**src/rtl/modmul_pkg.sv**
```systemverilog
// Shared definitions for the modular multiplier back-end: default sizes,
// controller state encoding and the coefficient / word vector types.
package modmul_pkg;
    localparam int NUM_ELEMENTS = 17;
    localparam int WORD_LEN     = 16;
    localparam int BIT_LEN      = 17;

    typedef enum logic [1:0] {IDLE, PROP, SUB, DONE} state_e;

    typedef logic [NUM_ELEMENTS-1:0][BIT_LEN-1:0]  coef_vec_t;
    typedef logic [NUM_ELEMENTS-1:0][WORD_LEN-1:0] word_vec_t;
endpackage

```
**src/rtl/word_addsub_slice.sv**
```systemverilog
// Single-word datapath: adds a redundant coefficient plus a 2-bit carry, or
// subtracts a modulus word plus borrow from a canonical word.
module word_addsub_slice #(
    parameter int WORD_LEN = 16,
    parameter int BIT_LEN  = 17
) (
    input  logic                sub_i,
    input  logic [BIT_LEN-1:0]  a_i,
    input  logic [WORD_LEN-1:0] b_i,
    input  logic [1:0]          cin_i,
    output logic [WORD_LEN-1:0] res_o,
    output logic [1:0]          cout_o
);
    localparam int SW = WORD_LEN + 2;
    localparam int DW = WORD_LEN + 1;

    logic [SW-1:0] sum;
    logic [DW-1:0] diff;

    always_comb begin
        sum  = SW'(a_i) + SW'(cin_i);
        // Top bit of the one-bit-wider difference is the borrow out.
        diff = DW'(a_i[WORD_LEN-1:0]) - DW'(b_i) - DW'(cin_i[0]);
        if (sub_i) begin
            res_o  = diff[WORD_LEN-1:0];
            cout_o = {1'b0, diff[DW-1]};
        end else begin
            res_o  = sum[WORD_LEN-1:0];
            cout_o = sum[SW-1:WORD_LEN];
        end
    end
endmodule

```
**src/rtl/coef_normalizer.sv**
```systemverilog
// Word-serial carry propagation of a redundant product followed by repeated
// conditional subtraction of the modulus until the value drops below P.
module coef_normalizer
    import modmul_pkg::*;
#(
    parameter int NUM_ELEMENTS   = modmul_pkg::NUM_ELEMENTS,
    parameter int BIT_LEN        = modmul_pkg::BIT_LEN,
    parameter int WORD_LEN       = modmul_pkg::WORD_LEN,
    parameter int MAX_SUB_PASSES = 4
) (
    input  logic                                    clk,
    input  logic                                    rst,
    input  logic                                    in_valid,
    output logic                                    in_ready,
    input  logic [NUM_ELEMENTS-1:0][BIT_LEN-1:0]    in_coef,
    input  logic [NUM_ELEMENTS-1:0][WORD_LEN-1:0]   mod_p,
    output logic                                    out_valid,
    input  logic                                    out_ready,
    output logic [NUM_ELEMENTS-1:0][WORD_LEN-1:0]   out_word,
    output logic                                    out_err
);
    localparam int KW = $clog2(NUM_ELEMENTS);
    localparam int PW = $clog2(MAX_SUB_PASSES + 1);

    state_e                                 state_q, state_d;
    logic [KW-1:0]                          k_q, k_d;
    logic [1:0]                             carry_q, carry_d;
    logic [PW-1:0]                          pass_q, pass_d;
    logic                                   err_q, err_d;
    logic [NUM_ELEMENTS-1:0][BIT_LEN-1:0]   coef_q, coef_d;
    logic [NUM_ELEMENTS-1:0][WORD_LEN-1:0]  p_q, p_d;
    logic [NUM_ELEMENTS-1:0][WORD_LEN-1:0]  r_q, r_d;
    logic [NUM_ELEMENTS-1:0][WORD_LEN-1:0]  d_q, d_d;

    logic [BIT_LEN-1:0]  slice_a;
    logic [WORD_LEN-1:0] slice_res;
    logic [1:0]          slice_cout;
    logic                k_last;
    logic [PW-1:0]       pass_inc;
    logic [NUM_ELEMENTS-1:0][WORD_LEN-1:0] d_full;

    assign slice_a = (state_q == PROP) ? coef_q[k_q] : BIT_LEN'(r_q[k_q]);

    word_addsub_slice #(.WORD_LEN(WORD_LEN), .BIT_LEN(BIT_LEN)) u_slice (
        .sub_i  (state_q == SUB),
        .a_i    (slice_a),
        .b_i    (p_q[k_q]),
        .cin_i  (carry_q),
        .res_o  (slice_res),
        .cout_o (slice_cout)
    );

    assign k_last   = (k_q == KW'(NUM_ELEMENTS - 1));
    assign pass_inc = pass_q + PW'(1);

    always_comb begin
        // Scratch including the word being produced this cycle.
        d_full      = d_q;
        d_full[k_q] = slice_res;
    end

    always_comb begin
        state_d = state_q;
        k_d     = k_q;
        carry_d = carry_q;
        pass_d  = pass_q;
        err_d   = err_q;
        coef_d  = coef_q;
        p_d     = p_q;
        r_d     = r_q;
        d_d     = d_q;
        case (state_q)
            IDLE: begin
                if (in_valid) begin
                    coef_d  = in_coef;
                    p_d     = mod_p;
                    k_d     = '0;
                    carry_d = '0;
                    pass_d  = '0;
                    err_d   = 1'b0;
                    state_d = PROP;
                end
            end
            PROP: begin
                r_d[k_q] = slice_res;
                carry_d  = slice_cout;
                k_d      = k_q + KW'(1);
                if (k_last) begin
                    // Carry out of the top word means the value does not fit.
                    err_d   = err_q | (|slice_cout);
                    carry_d = '0;
                    k_d     = '0;
                    state_d = SUB;
                end
            end
            SUB: begin
                d_d[k_q] = slice_res;
                carry_d  = slice_cout;
                k_d      = k_q + KW'(1);
                if (k_last) begin
                    carry_d = '0;
                    k_d     = '0;
                    if (slice_cout[0]) begin
                        state_d = DONE;
                    end else begin
                        r_d    = d_full;
                        pass_d = pass_inc;
                        if (pass_inc == PW'(MAX_SUB_PASSES)) begin
                            err_d   = 1'b1;
                            state_d = DONE;
                        end
                    end
                end
            end
            DONE: begin
                if (out_ready) state_d = IDLE;
            end
            default: state_d = IDLE;
        endcase
    end

    always_ff @(posedge clk) begin
        if (rst) begin
            state_q <= IDLE;
            k_q     <= '0;
            carry_q <= '0;
            pass_q  <= '0;
            err_q   <= 1'b0;
            coef_q  <= '0;
            p_q     <= '0;
            r_q     <= '0;
            d_q     <= '0;
        end else begin
            state_q <= state_d;
            k_q     <= k_d;
            carry_q <= carry_d;
            pass_q  <= pass_d;
            err_q   <= err_d;
            coef_q  <= coef_d;
            p_q     <= p_d;
            r_q     <= r_d;
            d_q     <= d_d;
        end
    end

    assign in_ready  = (state_q == IDLE) && !rst;
    assign out_valid = (state_q == DONE);
    assign out_word  = r_q;
    assign out_err   = err_q;
endmodule
```
**config.mk**
```make
export PLATFORM = sky130hd
export DESIGN_NAME = coef_normalizer
export DESIGN_NICKNAME = d
export VERILOG_FILES = /design/src/rtl/modmul_pkg.sv /design/src/rtl/word_addsub_slice.sv /design/src/rtl/coef_normalizer.sv
export SDC_FILE = /design/constraint.sdc
export NUM_CORES = 2
export LEC_CHECK = 0
export BUFFER_PORTS_ARGS = -buffer_cell sky130_fd_sc_hd__buf_2
export CAP_MARGIN = 30
export CORE_AREA = 4 4 335 337
export CTS_CLUSTER_DIAMETER = 150
export CTS_CLUSTER_SIZE = 28
export DETAILED_ROUTE_END_ITERATION = 10
export DIE_AREA = 0 0 339 341
export PLACE_DENSITY = 0.68
export SLEW_MARGIN = 20
export SYNTH_ARGS = -nofsm -noshare
export SYNTH_HDL_FRONTEND = slang
export SYNTH_SLANG_ARGS = --single-unit
```
**constraint.sdc**
```tcl
create_clock -name clk -period 13.9 [get_ports clk]
set_input_delay 2.78 -clock clk [delete_from_list [all_inputs] [get_ports clk]]
set_output_delay 2.78 -clock clk [all_outputs]
set_load 0.1 [all_outputs]
```
* Word-level counts from Yosys, hierarchy flattened
Cells that the tools add are included.
Operators by class: $add $sub $neg 5, multipliers 0, div/mod/pow operators 0, magnitude comparators 2, equal/unequal tests 12, shifts and indexed selects 0, mux-type cells 39, bitwise gates (word level) 1, reduce and logical (&&, ||, !) cells 16
Operator list (number):
- $bwmux W272 | 2
- $mux W272 | 2
- $pmux W272 S2 | 1
- $bmux W16 S5 | 2
- $bmux W17 S5 | 1
- $demux W16 S5 | 1
- $mux W16 | 4
- $mux W17 | 2
- $add A17 B2 Y18 | 1
- $mux W2 | 9
- $sub A16 B16 Y17 | 1
- $sub A17 B1 Y17 | 1
- $mux W5 | 2
- $ne A2 B2 Y1 const B | 5
- $pmux W5 S2 | 1
- $mux W3 | 3
- $pmux W2 S4 | 1
- $lt A5 B6 Y1 const B | 1
- $pmux W3 S2 | 1
- $reduce_and A6 Y1 | 1
- $reduce_bool A2 Y1 | 3
- $add A5 B1 Y5 const B | 1
- $eq A5 B5 Y1 const B | 1
- $ge A5 B1 Y1 const B | 1
- 19 further kinds | 27
Word-level totals: register bits after elaboration 1118, bits in latches 0, memory bits (writable) 0, bits in read-only memories 0, input port bits 565, output and inout port bits 275, logic and storage cells 148, memories kept 0

* Longest topological paths before layout
depth after elaboration 10, mapped depth 29, mapped depth without buffers 19

* By module
From an unflattened synthesis, not the netlist that was laid out.
Second synthesis, totals: cell total of the unflattened synthesis 5926, area, all modules 49832.8 µm²
By module, submodules not included:
- coef_normalizer | times used 1, cells an instance 5672, area each 48127.4 µm²
- word_addsub_slice | times used 1, cells an instance 254, area each 1705.4 µm²

* Least setup slack after synthesis
Ideal clock, no wire load.
path kind input -> output, start point input rst, end point output in_ready, data arrival time 4.697 ns, data required time 11.120 ns, setup slack 6.423 ns, cell stages on the path 4, buffers on the path 3, cells stage by stage clkbuf_1 > clkbuf_1 > clkbuf_1 > nor2b_1
Between the ends: cells in the longest elaborated chain, start to end 2
Ends and longest elaborated chain:
- start: declaration | line coef_normalizer.sv:12 | input logic rst,
- $logic_not A1 Y1 | line coef_normalizer.sv:146 | assign in_ready = (state_q == IDLE) && !rst;
- $logic_and A1 B1 Y1 | line coef_normalizer.sv:146
- end: declaration | line coef_normalizer.sv:14 | output logic in_ready,
No other way between the ends.

* Worst setup path after layout
start point register k_q[1], end point register r_q, in the netlist out_word[226]
Between the ends: cells in the longest elaborated chain, start to end 10, elaborated cells on any way between the ends 26, those cells by class 3 x add/sub; 2 x order compare; 3 x eq/ne; 16 x mux; 2 x reduce/logical
Ends and longest elaborated chain:
- start: declaration | line coef_normalizer.sv:26 | logic [KW-1:0] k_q, k_d;
- start signal: assignment | line coef_normalizer.sv:135 | k_q <= k_d;
- $bmux W16 S5 or $bmux W17 S5 (tied branches) | line coef_normalizer.sv:42 | assign slice_a = (state_q == PROP) ? coef_q[k_q] : BIT_LEN'(r_q[k_q]);
- $mux W16 (not written as such) or $mux W17 (tied branches) | line coef_normalizer.sv:42
- $mux W17 | line coef_normalizer.sv:42
- $sub A16 B16 Y17 | line word_addsub_slice.sv:23 | diff = DW'(a_i[WORD_LEN-1:0]) - DW'(b_i) - DW'(cin_i[0]);
- $sub A17 B1 Y17 | line word_addsub_slice.sv:23
- $mux W16 | line word_addsub_slice.sv:24 | if (sub_i) begin
- $bwmux W272 | line coef_normalizer.sv:59 | d_full[k_q] = slice_res;
- $mux W272 | line coef_normalizer.sv:103 | if (slice_cout[0]) begin
- $mux W272 | line coef_normalizer.sv:100 | if (k_last) begin
- $pmux W272 S2 | line coef_normalizer.sv:72 | case (state_q)
- end signal: assignment | line coef_normalizer.sv:141 | r_q <= r_d;
- end: declaration | line coef_normalizer.sv:32 | logic [NUM_ELEMENTS-1:0][WORD_LEN-1:0] r_q, r_d;
Several ways; a longest one is shown, not always the timed one. The select of a mux whose other input is x is not followed. A chain may end at the register's enable or synchronous reset.

==> impl_metrics.ini <==
[outcome]
outcome = finished clean

[logic_synthesis]
yosys_warnings = 0
synthTopCellsByArea = dfxtp_1 (45%), nand2_1 (14%), a21oi_1 (11%), mux4_2 (6.0%), clkbuf_1 (3.3%)
synthArstFlopShare = 0
synth-main-ff-cell = dfxtp_1
ys_types = 90
yosys.area.top_type = dfxtp_1
synth_top_area_share = 0.451
synth-edff-count = 0
yosysSeqAreaShare = 0.451
synth_nets = 6666
netlist_instances = 6058
synth_area_sq_mm = 0.0490
synth-seq-cells = 1102
syn_area_per_cell_sq_um = 8.08

[die]
io_pins = 840
initial_core_util = 0.450
die_h_microns = 341
core.rowCount = 121
coreArea_sq_mm = 0.109
dieArea_sq_mm = 0.116
die_w_microns = 339

[cells_and_area]
mostFrequentLayoutCells = nand2_1 (1796), dfxtp_1 (1098), a21oi_1 (1094), buf_2 (838), nor2_1 (246)
area_growth_pct = 12.8
drive_above_1_share = 0.187
fin_nets = 7150
mostFrequentLayoutCell = nand2_1
fin_util = 0.508

[timing]
relSlewSlack = 0.204
rsz0062_at_grt = false
setup_viol = 0
hold_viol = 0
finClkSkew_ns = 0.0766
fin_crit_ns = 7.71
min_period_over_period = 0.555
tns_ns = 0
worst_pin_slew_ns = 1.18
fmax_mhz = 130
finalMaxSlewViolations = 0

[global_routing]
grt_overflow = 0
grt_usage = 0.343
grt_max_degree = 232
grt_pass1_wl_microns = 298000
antenna_found_initial = 33
grt_pass1_vias = 44247

[route]
drc = 0
drt_iter0_drc = 6026
dr_total_vias = 48284
wl_per_cell_microns = 26.4
avgViaCountPerCell = 6.05
ant_nets = 0
wl_microns = 210000
drt_pre_antenna_iters = 7

[critical_path]
cp_data_arrival_time_ns = 8.24
critPathLaunch = k_q[1]$_SDFFE_PP0P_
crit_path_end_kind = register
cp-start-kind = register
crit_type = reg2reg
r2r-start = k_q[1]$_SDFFE_PP0P_
critPathMaxFanout = 65
required_ns = 14.43

[clock_tree]
cts_buffer_depth = 3
clk_latency_ns = 0.73
cts_resized = 0
cts_buffers = 45
cts.reportedPaths.clkPinSlew_ns = 0.12
hold_buffers = 0
cts-root-buf = clkbuf_16
htree_levels = 2
cts_sinks = 1102
cts_tree = built
cts_setup_buffers = 0

[power_and_ir_drop]
pwr-share-seq = 0.356
leakagePower_nw = 20.4
pwr_density_cell_mw_per_mm2 = 188
clkPwrFrac = 0.158
switching_share = 0.481
power.switching_mw = 5.00
vdd_drop_max_mv = 0.322
combPwrFrac = 0.486
intPower_mw = 5.40

[place]
port_buffers = 839
gp_congestion = 0.984
hpwl_microns = 150000

[min_path]
min-delay-start = d_q[54]$_SDFFE_PP0P_
min_path_type = reg2reg

[run]
max_cap_viol_count = 0
final cells by class:
cell class              count  area, sq um
flip-flops and latches   1102        22100
repair buffers            963         5380
fillers                 10537        53600
well taps                1414         1770
diodes                     19         47.5
clock inverters             6         60.1
clock buffers              46         1130
inverters                  51          196
multi-input cells        4379        24600
power by group through the flow:
| stage | Sequential, mW | Combinational (mW) | Clock (mW) |
|---|---|---|---|
| 2_1_floorplan | 3.85 | 2.69 | 0 |
| 3_3_place_gp | 3.76 | 4.75 | 0 |
| 6_report | 3.71 | 5.05 | 1.64 |
| 3_5_place_dp | 3.77 | 4.81 | 0 |
| 4_1_cts | 3.70 | 4.82 | 1.66 |
| 5_1_grt | 3.74 | 5.20 | 1.75 |
critical path, cell delays in order (launching register included):
cell	delay, ns
dfxtp_4	0.39
buf_4	0.51
buf_4	0.66
mux2i_1	0.67
nor2_1	0.13
nor4_1	0.90
a22oi_2	0.33
inv_1	0.26
ha_1	0.16
inv_1	0.04
ha_1	0.40
o21a_1	0.16
o211ai_1	0.09
a311o_1	0.35
a31oi_1	0.28
mux2i_1	0.37
o21a_2	0.18
buf_4	0.66
a21oi_1	0.31
buf_4	0.27
a211oi_1	0.21
nor3_1	0.07
synthesized netlist by cell type (all sizes together) (6+ instances only):
library cell	instances
nand2	1806
dfxtp	1102
a21oi	1096
clkbuf	425
nor2	253
o21ai	190
mux2i	157
mux4	131
a211oi	111
buf	101
nand3	90
o211ai	80
inv	50
nand4	45
ha	40
a311oi	35
o22ai	35
a22oi	27
and2	24
nor3	24
o221ai	23
o31ai	20
nor4	17
a22o	15
xnor2	14
a31oi	11
and3	11
nor2b	11
nand2b	9
or4	9
a2111oi	8
nor3b	7
and4	6
sequential cells by signal, summed over array words and instances (netlist names):
register and flops:
coef_q 289, pass_q 3, d_q 256, out_word 272, k_q 5, out_err 1
state_q 2, carry_q 2, p_q 272
metrics by stage:
step | setup slack (ns) | instances | instance area [sq um] | hold WS, ns | power, mW
final | 6.19 | 7980 | 55200 | 0.413 | 10.4
after global routing | 5.93 | 7966 | 55200 | 0.431 | 10.7
after CTS | 6.42 | 7948 | 55000 | 0.440 | 10.2
after detailed placement | 6.43 | 7896 | 53800 | 0.443 | 8.58
after global placement | 6.44 | 7866 | 53500 | 0.439 | 8.51
after floorplan | 6.42 | 6058 | 49000 | 0.430 | 6.55
worst paths after layout:
path	endpoint	cells past startpoint	slack [ns]
worst max register to register	out_word[226]$_SDFFE_PP0P_	21	6.19
worst min register to register	out_word[54]$_SDFFE_PP0P_	2	0.41
worst max-delay path	out_word[226]$_SDFFE_PP0P_	21	6.19
worst min-delay path	out_word[54]$_SDFFE_PP0P_	2	0.41
cell families after synthesis:
logic type,share of synthesized area
buffers and inverters,0.0500
multiplexers,0.0929
XOR/XNOR,0.00268
AO/OA/AOI/OAI,0.198
AND/OR/NAND/NOR,0.195
adder cells (fa/ha/maj),0.0114
flip-flops,0.451
layer usage:
metal  vias to the layer above  track usage  routed length [microns]
met4                        28        0.192                    13800
met1                     22980        0.441                    81000
met2                      2810        0.529                    92400
li1                      21856            -                        -
met5                         -            0                      180
met3                       610       0.0838                    22900
Power figures use the tool's default switching activity.
